===== src/rtl/bin2bcd_seq.sv =====
`default_nettype none
// ============================================================================
//  Module      : bin2bcd_seq
//  Description : Sequential shift-and-add-3 binary-to-BCD converter, one bit
//                per clock, with a start/busy/done handshake.
//  Revision    : 1.0 - initial release
// ============================================================================
module bin2bcd_seq #(
    parameter int WIDTH  = 16,
    parameter int DIGITS = 5
) (
    input  logic                  Clk,
    input  logic                  Clr,
    input  logic                  Start,
    input  logic [WIDTH-1:0]      Bin,
    output logic                  Busy,
    output logic                  Done,
    output logic [4*DIGITS-1:0]   Bcd
);

    localparam int c_cnt_w = (WIDTH > 1) ? $clog2(WIDTH) : 1;
    localparam logic [c_cnt_w-1:0] c_last = c_cnt_w'(WIDTH - 1);

    typedef enum logic [0:0] {
        S_IDLE  = 1'b0,
        S_SHIFT = 1'b1
    } state_t;

    state_t                r_state;
    logic [WIDTH-1:0]      r_shift;
    logic [4*DIGITS-1:0]   r_scratch;
    logic [c_cnt_w-1:0]    r_cnt;
    logic                  r_busy;
    logic                  r_done;
    logic [4*DIGITS-1:0]   r_bcd;

    logic [4*DIGITS-1:0]   w_adj;
    logic [4*DIGITS-1:0]   w_next_scratch;

    // Each digit >= 5 gets +3 so the following doubling carries correctly.
    for (genvar gi = 0; gi < DIGITS; gi++) begin : g_digit
        logic [3:0] w_dig;
        assign w_dig               = r_scratch[4*gi +: 4];
        assign w_adj[4*gi +: 4]    = (w_dig >= 4'd5) ? (w_dig + 4'd3) : w_dig;
    end

    assign w_next_scratch = (w_adj << 1) | {{(4*DIGITS-1){1'b0}}, r_shift[WIDTH-1]};

    always_ff @(posedge Clk) begin
        if (Clr) begin
            r_state   <= S_IDLE;
            r_shift   <= '0;
            r_scratch <= '0;
            r_cnt     <= '0;
            r_busy    <= 1'b0;
            r_done    <= 1'b0;
            r_bcd     <= '0;
        end else begin
            r_done <= 1'b0;
            case (r_state)
                S_IDLE: begin
                    if (Start) begin
                        r_shift   <= Bin;
                        r_scratch <= '0;
                        r_cnt     <= '0;
                        r_busy    <= 1'b1;
                        r_state   <= S_SHIFT;
                    end
                end
                S_SHIFT: begin
                    r_scratch <= w_next_scratch;
                    r_shift   <= r_shift << 1;
                    r_cnt     <= r_cnt + 1'b1;
                    // Bcd is only ever loaded with a finished result.
                    if (r_cnt == c_last) begin
                        r_bcd   <= w_next_scratch;
                        r_done  <= 1'b1;
                        r_busy  <= 1'b0;
                        r_state <= S_IDLE;
                    end
                end
                default: r_state <= S_IDLE;
            endcase
        end
    end

    assign Busy = r_busy;
    assign Done = r_done;
    assign Bcd  = r_bcd;

endmodule
`default_nettype wire


===== config.mk =====
export PLATFORM = sky130hd
export DESIGN_NAME = bin2bcd_seq
export DESIGN_NICKNAME = d
export VERILOG_FILES = /design/src/rtl/bin2bcd_seq.sv
export SDC_FILE = /design/constraint.sdc
export NUM_CORES = 1
export LEC_CHECK = 0
export BUFFER_PORTS_ARGS = -buffer_cell sky130_fd_sc_hd__buf_4
export CAP_MARGIN = 10
export CORE_UTILIZATION = 60
export CTS_BUF_LIST = sky130_fd_sc_hd__clkbuf_4 sky130_fd_sc_hd__clkbuf_8
export CTS_CLUSTER_DIAMETER = 100
export DETAILED_ROUTE_END_ITERATION = 10
export PLACE_DENSITY = 0.91
export SYNTH_ARGS = -nofsm -noshare
export SYNTH_HDL_FRONTEND = slang
export SYNTH_SLANG_ARGS = --single-unit
export TNS_END_PERCENT = 100

===== constraint.sdc =====
create_clock -name Clk -period 3.7 [get_ports Clk]
set_clock_uncertainty 0.2 [all_clocks]
set_input_delay 0.185 -clock Clk [delete_from_list [all_inputs] [get_ports Clk]]
set_output_delay 0.185 -clock Clk [all_outputs]
set_load 0.02 [all_outputs]

==> run summary, run 1 <==
Gate power share -> 5.9%
Clock share of power -> 47.8%
Post-synth cell types -> 28
Slowest stage delay, CP -> 0.87 ns
CTS clock-pin slew for the worst setup and hold paths -> 0.07 ns
Root Buffer -> clkbuf_8
Remaining global-route overflow -> 0
Seq cells post-synth -> 63
# clock sinks -> 63
DRC viols -> 0
Most Frequent Cell on Critical Path -> nor2_1
Die height -> 69.6 um
Worst min-delay path class -> input pin to flop
Tot GR Track Use -> 24.6%
Crit path capture type -> flop
Vias in the first global route -> 2,113
GP Congestion -> 0.803
Setup TNS -> 0 ns
CP Max Fanout -> 30
Total CTS buffers -> 9
First-pass GRT wire length -> 9.40 mm
Largest net degree at the start of global routing -> 32
Skew-Pair Late Insertion Delay -> 0.34 ns
TritonRoute pass-1 iters -> 5
Crit share post-route -> 65.6%
I/O Pins -> 41
Routed Antenna Nets -> 0
Core Box Area -> 4380 sq um
Static Leak -> 0.00139 uW
Via/cell ratio -> 5.67
Status -> finished clean
Arr. time, crit path -> 2.46 ns
Dpl cell area -> 3030 sq um
Final max-slew violation count -> 0
Peak supply drop -> 324 uV
Ys async rst share -> 0%
F_max -> 412 MHz
NumNets Final -> 372
Pwr per Cell Area -> 457 nW/um^2
Cell area after synthesis -> 2740 sq um
Syn Inst Count -> 300
RSZ-0062 raised after global routing -> false
Synthesized area per cell -> 9.14 sq um
Post-synthesis net count -> 330
CTS tree -> done
Initial detailed-routing violation count -> 108
Initial antenna violation count -> 0
Hold Slack -> 0.0130 ns
# rows -> 24
YS warnings -> 0
Worst Path Required -> 3.73 ns
Switching Share -> 21.4%
Die W -> 69.6 um
Fin area -> 3330 sq um
N_diodes -> 0
Post-DP HPWL -> 3.66 mm
Least-Margin Pin Slew -> 0.899 ns
Post-synth top flop -> dfxtp_1
Crit-path cells -> buf_4 -> nor2_1 -> a21oi_1 -> nor2_1 -> dlygate4sd3_1
CP max-delay cell -> dfxtp_1
Port bufs -> 40
Max Cap Violations -> 0
Net Sw Power -> 326 uW
Tmin final -> 2.43 ns
Power share of the sequential group -> 46.3%
Via count -> 2,264
Die area -> 4840 sq um
Post-CTS setup buffer count -> 0
Final wirelength -> 5.49 mm
Register area share after synthesis -> 46.0%
H-tree depth -> 3
Initial Util -> 62.5%
Worst setup path class -> flop to flop
Longest Clk Path Bufs -> 2
Area Growth Syn to Fin -> 21.5%
CP Launch Type -> flop
Setup-failing EPs final -> 0
Pwr Total -> 1520 uW
Routed WL per cell -> 13.8 um
Internal Power -> 1200 uW
Layout cells sized above 1 -> 17.3%
Final hold violations -> 0
Post-synth EDFFs -> 0
Max-slew headroom -> 39.8%
-- routing by layer --
metal	GRT usage (%)	up-vias	part of all wire, %
met3	7.99	10	5.0
met1	30.2	1054	45
met5	0	-	0
met2	39.4	65	48
met4	11.1	0	1.7
li1	-	1135	-
-- stage by stage --
stage | std cells | utilization [%] | worst slack (ns)
floorplan | 300 | - | 2.16
global placement | 377 | 69.0 | 1.69
detailed placement | 377 | 69.0 | 1.60
CTS | 399 | 76.0 | 1.32
global route | 399 | 76.0 | 1.12
finish | 399 | 76.0 | 1.27
-- cells by family after synthesis --
family	share of synthesized area (%)
fa+ha+maj	5.02
xor+xnor	1.60
mux	8.03
simple gates	15.3
compound gates	18.9
flops	46.0
buf+inv	5.16
-- cell type report --
type	count	area [sq um]
Clock inverter	6	108
Sequential cell	63	1260
Tap cell	52	65.1
Inverter	12	46.3
Clock buffer	10	138
Timing Repair Buffer	48	375
Multi-Input combinational cell	208	1340
Fill cell	300	1050
-- cell usage in the layout, fill, tap and decap left out, types with 3 or more instances in the layout --
cell type,n
nor2b_1,4
clkbuf_8,10
nand2_1,13
o21ai_0,22
nand3_1,6
nor2_1,34
nor3_1,3
inv_1,11
bufinv_16,3
xnor2_1,5
ha_1,11
a22o_1,21
dfxtp_1,63
nor3b_1,15
a21oi_1,39
mux2i_1,22
buf_4,42
clkinv_2,3
nand2b_1,6
dlygate4sd3_1,6
-- power groups by stage --
stage | Combinational (uW) | Clock [uW] | Sequential [uW]
5_1_grt | 99.0 | 766 | 707
4_1_cts | 88.9 | 739 | 705
3_3_place_gp | 80.7 | 0 | 719
3_5_place_dp | 83.4 | 0 | 720
2_1_floorplan | 62.7 | 0 | 714
6_report | 89.3 | 728 | 705
-- worst paths after layout --
kind | startpoint | endpoint | slack [ns] | depth (start not counted)
setup / recovery | r_state | r_shift[6] | 1.27 | 5
hold / removal | Bin[14] | r_shift[14] | 0.01 | 5
setup reg to reg | r_state | r_shift[6] | 1.27 | 5
hold reg to reg | Bcd[15] | Bcd[15] | 0.26 | 2
-- sequential cells by signal, indices dropped and copies added, names as in the netlist --
register,count
Busy,1
r_scratch,20
Bcd,20
r_state,1
r_cnt,4
r_shift,16
Done,1
-- cells in the mapped netlist, types with 2 or more instances --
| cell type | count | area share, % |
|---|---|---|
| o21ai_0 | 22 | 4.0 |
| mux2i_1 | 22 | 8.0 |
| buf_6 | 2 | 0.82 |
| inv_1 | 11 | 1.5 |
| nand2b_1 | 6 | 1.4 |
| nand3_1 | 6 | 1.1 |
| a21oi_1 | 39 | 7.1 |
| buf_2 | 10 | 1.8 |
| dfxtp_1 | 63 | 46 |
| nor3_1 | 3 | 0.55 |
| a22o_1 | 21 | 6.7 |
| nor3b_1 | 15 | 4.1 |
| nor2_1 | 34 | 4.7 |
| nor2b_1 | 4 | 0.91 |
| nand2_1 | 13 | 1.8 |
| clkbuf_1 | 3 | 0.41 |
| xnor2_1 | 5 | 1.6 |
| ha_1 | 11 | 5.0 |
-- what timing repair did --
item | in CTS | in global routing
hold buffers | 6 | 0
resized for setup | 0 | 0
endpoints found under the hold margin | 5 | 0
-- critical path, delay by kind of cell (launching register included) --
family	cells	cell delay, ns
AO/OA/AOI/OAI	1	0.13
buffers and inverters	2	0.96
flip-flops	1	0.87
AND/OR/NAND/NOR	2	0.13
Power figures use the tool's default switching activity.
==> inputs of run 2 (changes only) <==
ABC_AREA = 1   (was default)
CORE_UTILIZATION = 59   (was 60)
PLACE_DENSITY = 0.9   (was 0.91)
clock period = 2.3 ns   (was 3.7 ns; I/O delays follow)
==> run 2 against run 1 <==
Compared with the run above:
- global-route usage up 2.6 points
- sequential power up 60%
- core utilization up 0.45 points
- die area up 8.2%
- fmax up 30%
- final area up 9.1%
- via count up 26%
- synthesized area up 6.6%
- flip-flop and latch count unchanged
- synthesized cell count up 36%
- largest power group is now sequential cells
- sequential share of layout area down 3.2 points
- cell count up 34%
- highest routed layer unchanged
==> run summary, run 2 <==
Static Leak -> 0.00175 uW (+26%)
Die area -> 5240 sq um (+8.2%)
Least-Margin Pin Slew -> 0.625 ns (-0.273 ns)
Setup TNS -> 0 ns (unchanged)
Routed WL per cell -> 12.2 um (-11%)
Synthesized area per cell -> 7.15 sq um (-22%)
Die W -> 72.4 um (+4.0%)
Syn Inst Count -> 409 (+36%)
Vias in the first global route -> 2,626 (+24%)
Tmin final -> 1.86 ns (-0.565 ns)
Post-synth top flop -> dfxtp_1
NumNets Final -> 494 (+33%)
Max-slew headroom -> 58.3% (+19 points)
Most common library cells after synthesis -> 134 x nand2_1, 63 x dfxtp_1, 59 x nand3_1, 47 x inv_1, 26 x a21oi_1
Register area share after synthesis -> 43.2% (-2.9 points)
Largest net degree at the start of global routing -> 28 (-13%)
Root Buffer -> clkbuf_8
Remaining global-route overflow -> 0 (unchanged)
# rows -> 25 (+4.2%)
Number of gates resized after CTS -> 0 (unchanged)
Critical Path Start -> r_cnt[1]
Post-synthesis net count -> 439 (+33%)
H-tree depth -> 3 (unchanged)
Fin area -> 3630 sq um (+9.1%)
Critical path capture point -> Bcd[19]
Peak supply drop -> 553 uV (+70%)
Max Cap Violations -> 0 (unchanged)
CP Launch Type -> flop
Crit share post-route -> 81.1% (+15 points)
Post-synth EDFFs -> 0 (unchanged)
I/O Pins -> 41 (unchanged)
Total CTS buffers -> 9 (unchanged)
Post-synth top area share -> 43.2% (-2.9 points)
Tot GR Track Use -> 27.2% (+2.6 points)
FF-to-FF End -> Bcd[19]
Skew-Pair Late Insertion Delay -> 0.34 ns (about the same)
Die height -> 72.4 um (+4.0%)
Initial Util -> 61.5% (-1.1 points)
DRC viols -> 0 (unchanged)
Most frequent cell after synthesis -> nand2_1
Worst Path Required -> 2.34 ns (-1.39 ns)
Pwr per Cell Area -> 648 nW/um^2 (+42%)
Gate power share -> 7.3% (+1.4 points)
Final wirelength -> 6.55 mm (+19%)
Clock share of power -> 44.8% (-3.0 points)
Routed Antenna Nets -> 0 (unchanged)
Cell area after synthesis -> 2920 sq um (+6.6%)
YS warnings -> 0 (unchanged)
Initial antenna violation count -> 0 (unchanged)
Post-CTS setup buffer count -> 0 (unchanged)
Net Sw Power -> 525 uW (+61%)
TritonRoute pass-1 iters -> 5 (unchanged)
Status -> finished clean
Ys async rst share -> 0% (unchanged)
Power share of the sequential group -> 47.8% (+1.5 points)
Layout cells sized above 1 -> 13.7% (-3.6 points)
Longest Clk Path Bufs -> 2 (unchanged)
GP Congestion -> 0.812 (+1.2%)
CTS clock-pin slew for the worst setup and hold paths -> 0.07 ns (about the same)
Hold_buf cts -> 18 (+12)
Commonest non-fill, non-tap cell in the layout -> nand2_1
R2R Setup Slk -> 0.44 ns (-0.84 ns)
RR Startpoint -> r_cnt[1]
Biggest area consumer among synthesized cells -> dfxtp_1
Reg2Reg Depth -> 6 (+1)
N_diodes -> 0 (unchanged)
Crit path capture type -> flop
First-pass GRT wire length -> 11.0 mm (+17%)
CP Max Fanout -> 20 (-33%)
Most frequent cells in the layout -> 134 x nand2_1, 63 x dfxtp_1, 59 x nand3_1
Dpl cell area -> 3240 sq um (+7.0%)
CTS tree -> done
# clock sinks -> 63 (unchanged)
Worst setup path class -> flop to flop
Via count -> 2,857 (+26%)
RSZ-0062 raised after global routing -> false
F_max -> 536 MHz (+30%)
Post-DP HPWL -> 4.15 mm (+13%)
Port bufs -> 40 (unchanged)
Post-synth cell types -> 25 (-11%)
Fin util -> 76.4% (+0.45 points)
Final max-slew violation count -> 0 (unchanged)
Final cell count without fillers -> 535 (+34%)
Setup-failing EPs final -> 0 (unchanged)
Area contributors post-synth -> dfxtp_1 43%, nand2_1 17%, nand3_1 10%
Core Box Area -> 4750 sq um (+8.4%)
Via/cell ratio -> 5.34 (-5.9%)
Worst min-delay path class -> input pin to flop
Pwr Total -> 2350 uW (+55%)
Internal Power -> 1830 uW (+53%)
Seq cells post-synth -> 63 (unchanged)
Initial detailed-routing violation count -> 203 (+88%)
Final hold violations -> 0 (unchanged)
Area Growth Syn to Fin -> 24.4%
Switching Share -> 22.3% (+0.91 points)
Arr. time, crit path -> 1.90 ns (-0.56 ns)
Placed cell count -> 502 (+33%)
==> run 2: cell count changes after synthesis, moves of 21 or more <==
cell	change
a22o_1	-21
nand3_1	+53
nor2_1	-28
mux2i_1	-21
nand2_1	+121
inv_1	+36
==> run 2: how the worst min path moves through the flow <==
stage                     slack [ns]    from  cells after the start    endpoint
after floorplan                 0.08  Bin[0]                      2  r_shift[0]
after global placement          0.21  Bin[0]                      3  r_shift[0]
after detailed placement        0.21  Bin[0]                      3  r_shift[0]
after CTS                      0.004   Start                      5  r_shift[5]
after global routing            0.04   Start                      5  r_shift[5]
final                           0.03   Start                      5  r_shift[5]
==> run 2: metal layers <==
| layer | global-route usage, % | vias up | part of all wire (%) |
|---|---|---|---|
| met3 | 6.11 | 11 | 4.0 |
| li1 | - | 1446 | - |
| met2 | 47.7 | 72 | 49 |
| met1 | 31.5 | 1328 | 45 |
| met5 | 0 | - | 0 |
| met4 | 12.6 | 0 | 1.9 |
==> run 2: logic make-up (layout without fill, tap and decap cells) <==
group,Yosys count,count (layout),share of synthesized area (%)
AOI/OAI and AO/OA,53,53,10.2
adders and majority gates,11,11,4.71
buffers and inverters,67,126,9.76
DFF,63,63,43.2
muxes,1,1,0.342
and+or+nand+nor,214,214,31.8
==> run 2: final cells by class <==
cell class	instances	area (sq um)
well taps	67	83.8
multi-input cells	279	1380
repair buffers	63	518
fillers	358	1120
clock buffers	11	145
inverters	48	180
flip-flops and latches	63	1260
clock inverters	4	70.1
==> run 2: worst max-delay path, stage by stage, from the launching register on <==
cell,delay (ns)
dfxtp_1,0.38
ha_1,0.22
nand3_1,0.15
o21ai_1,0.25
inv_1,0.34
nand2_1,0.16
nand2_1,0.06
==> run 2: power groups by stage <==
stage	Clock (uW)	Combinational, uW	Sequential (uW)
after detailed placement	0	144	1150
after global placement	0	141	1150
after global routing	1120	190	1130
final	1060	172	1130
after CTS	1070	169	1130
after floorplan	0	100	1150
==> run 2: per-stage QoR <==
stage	worst slack, ns	hold WS (ns)
finish	0.436	0.0252
global route	0.301	0.0445
CTS	0.446	0.00393
detailed placement	0.469	0.213
global placement	0.568	0.213
floorplan	0.829	0.0801
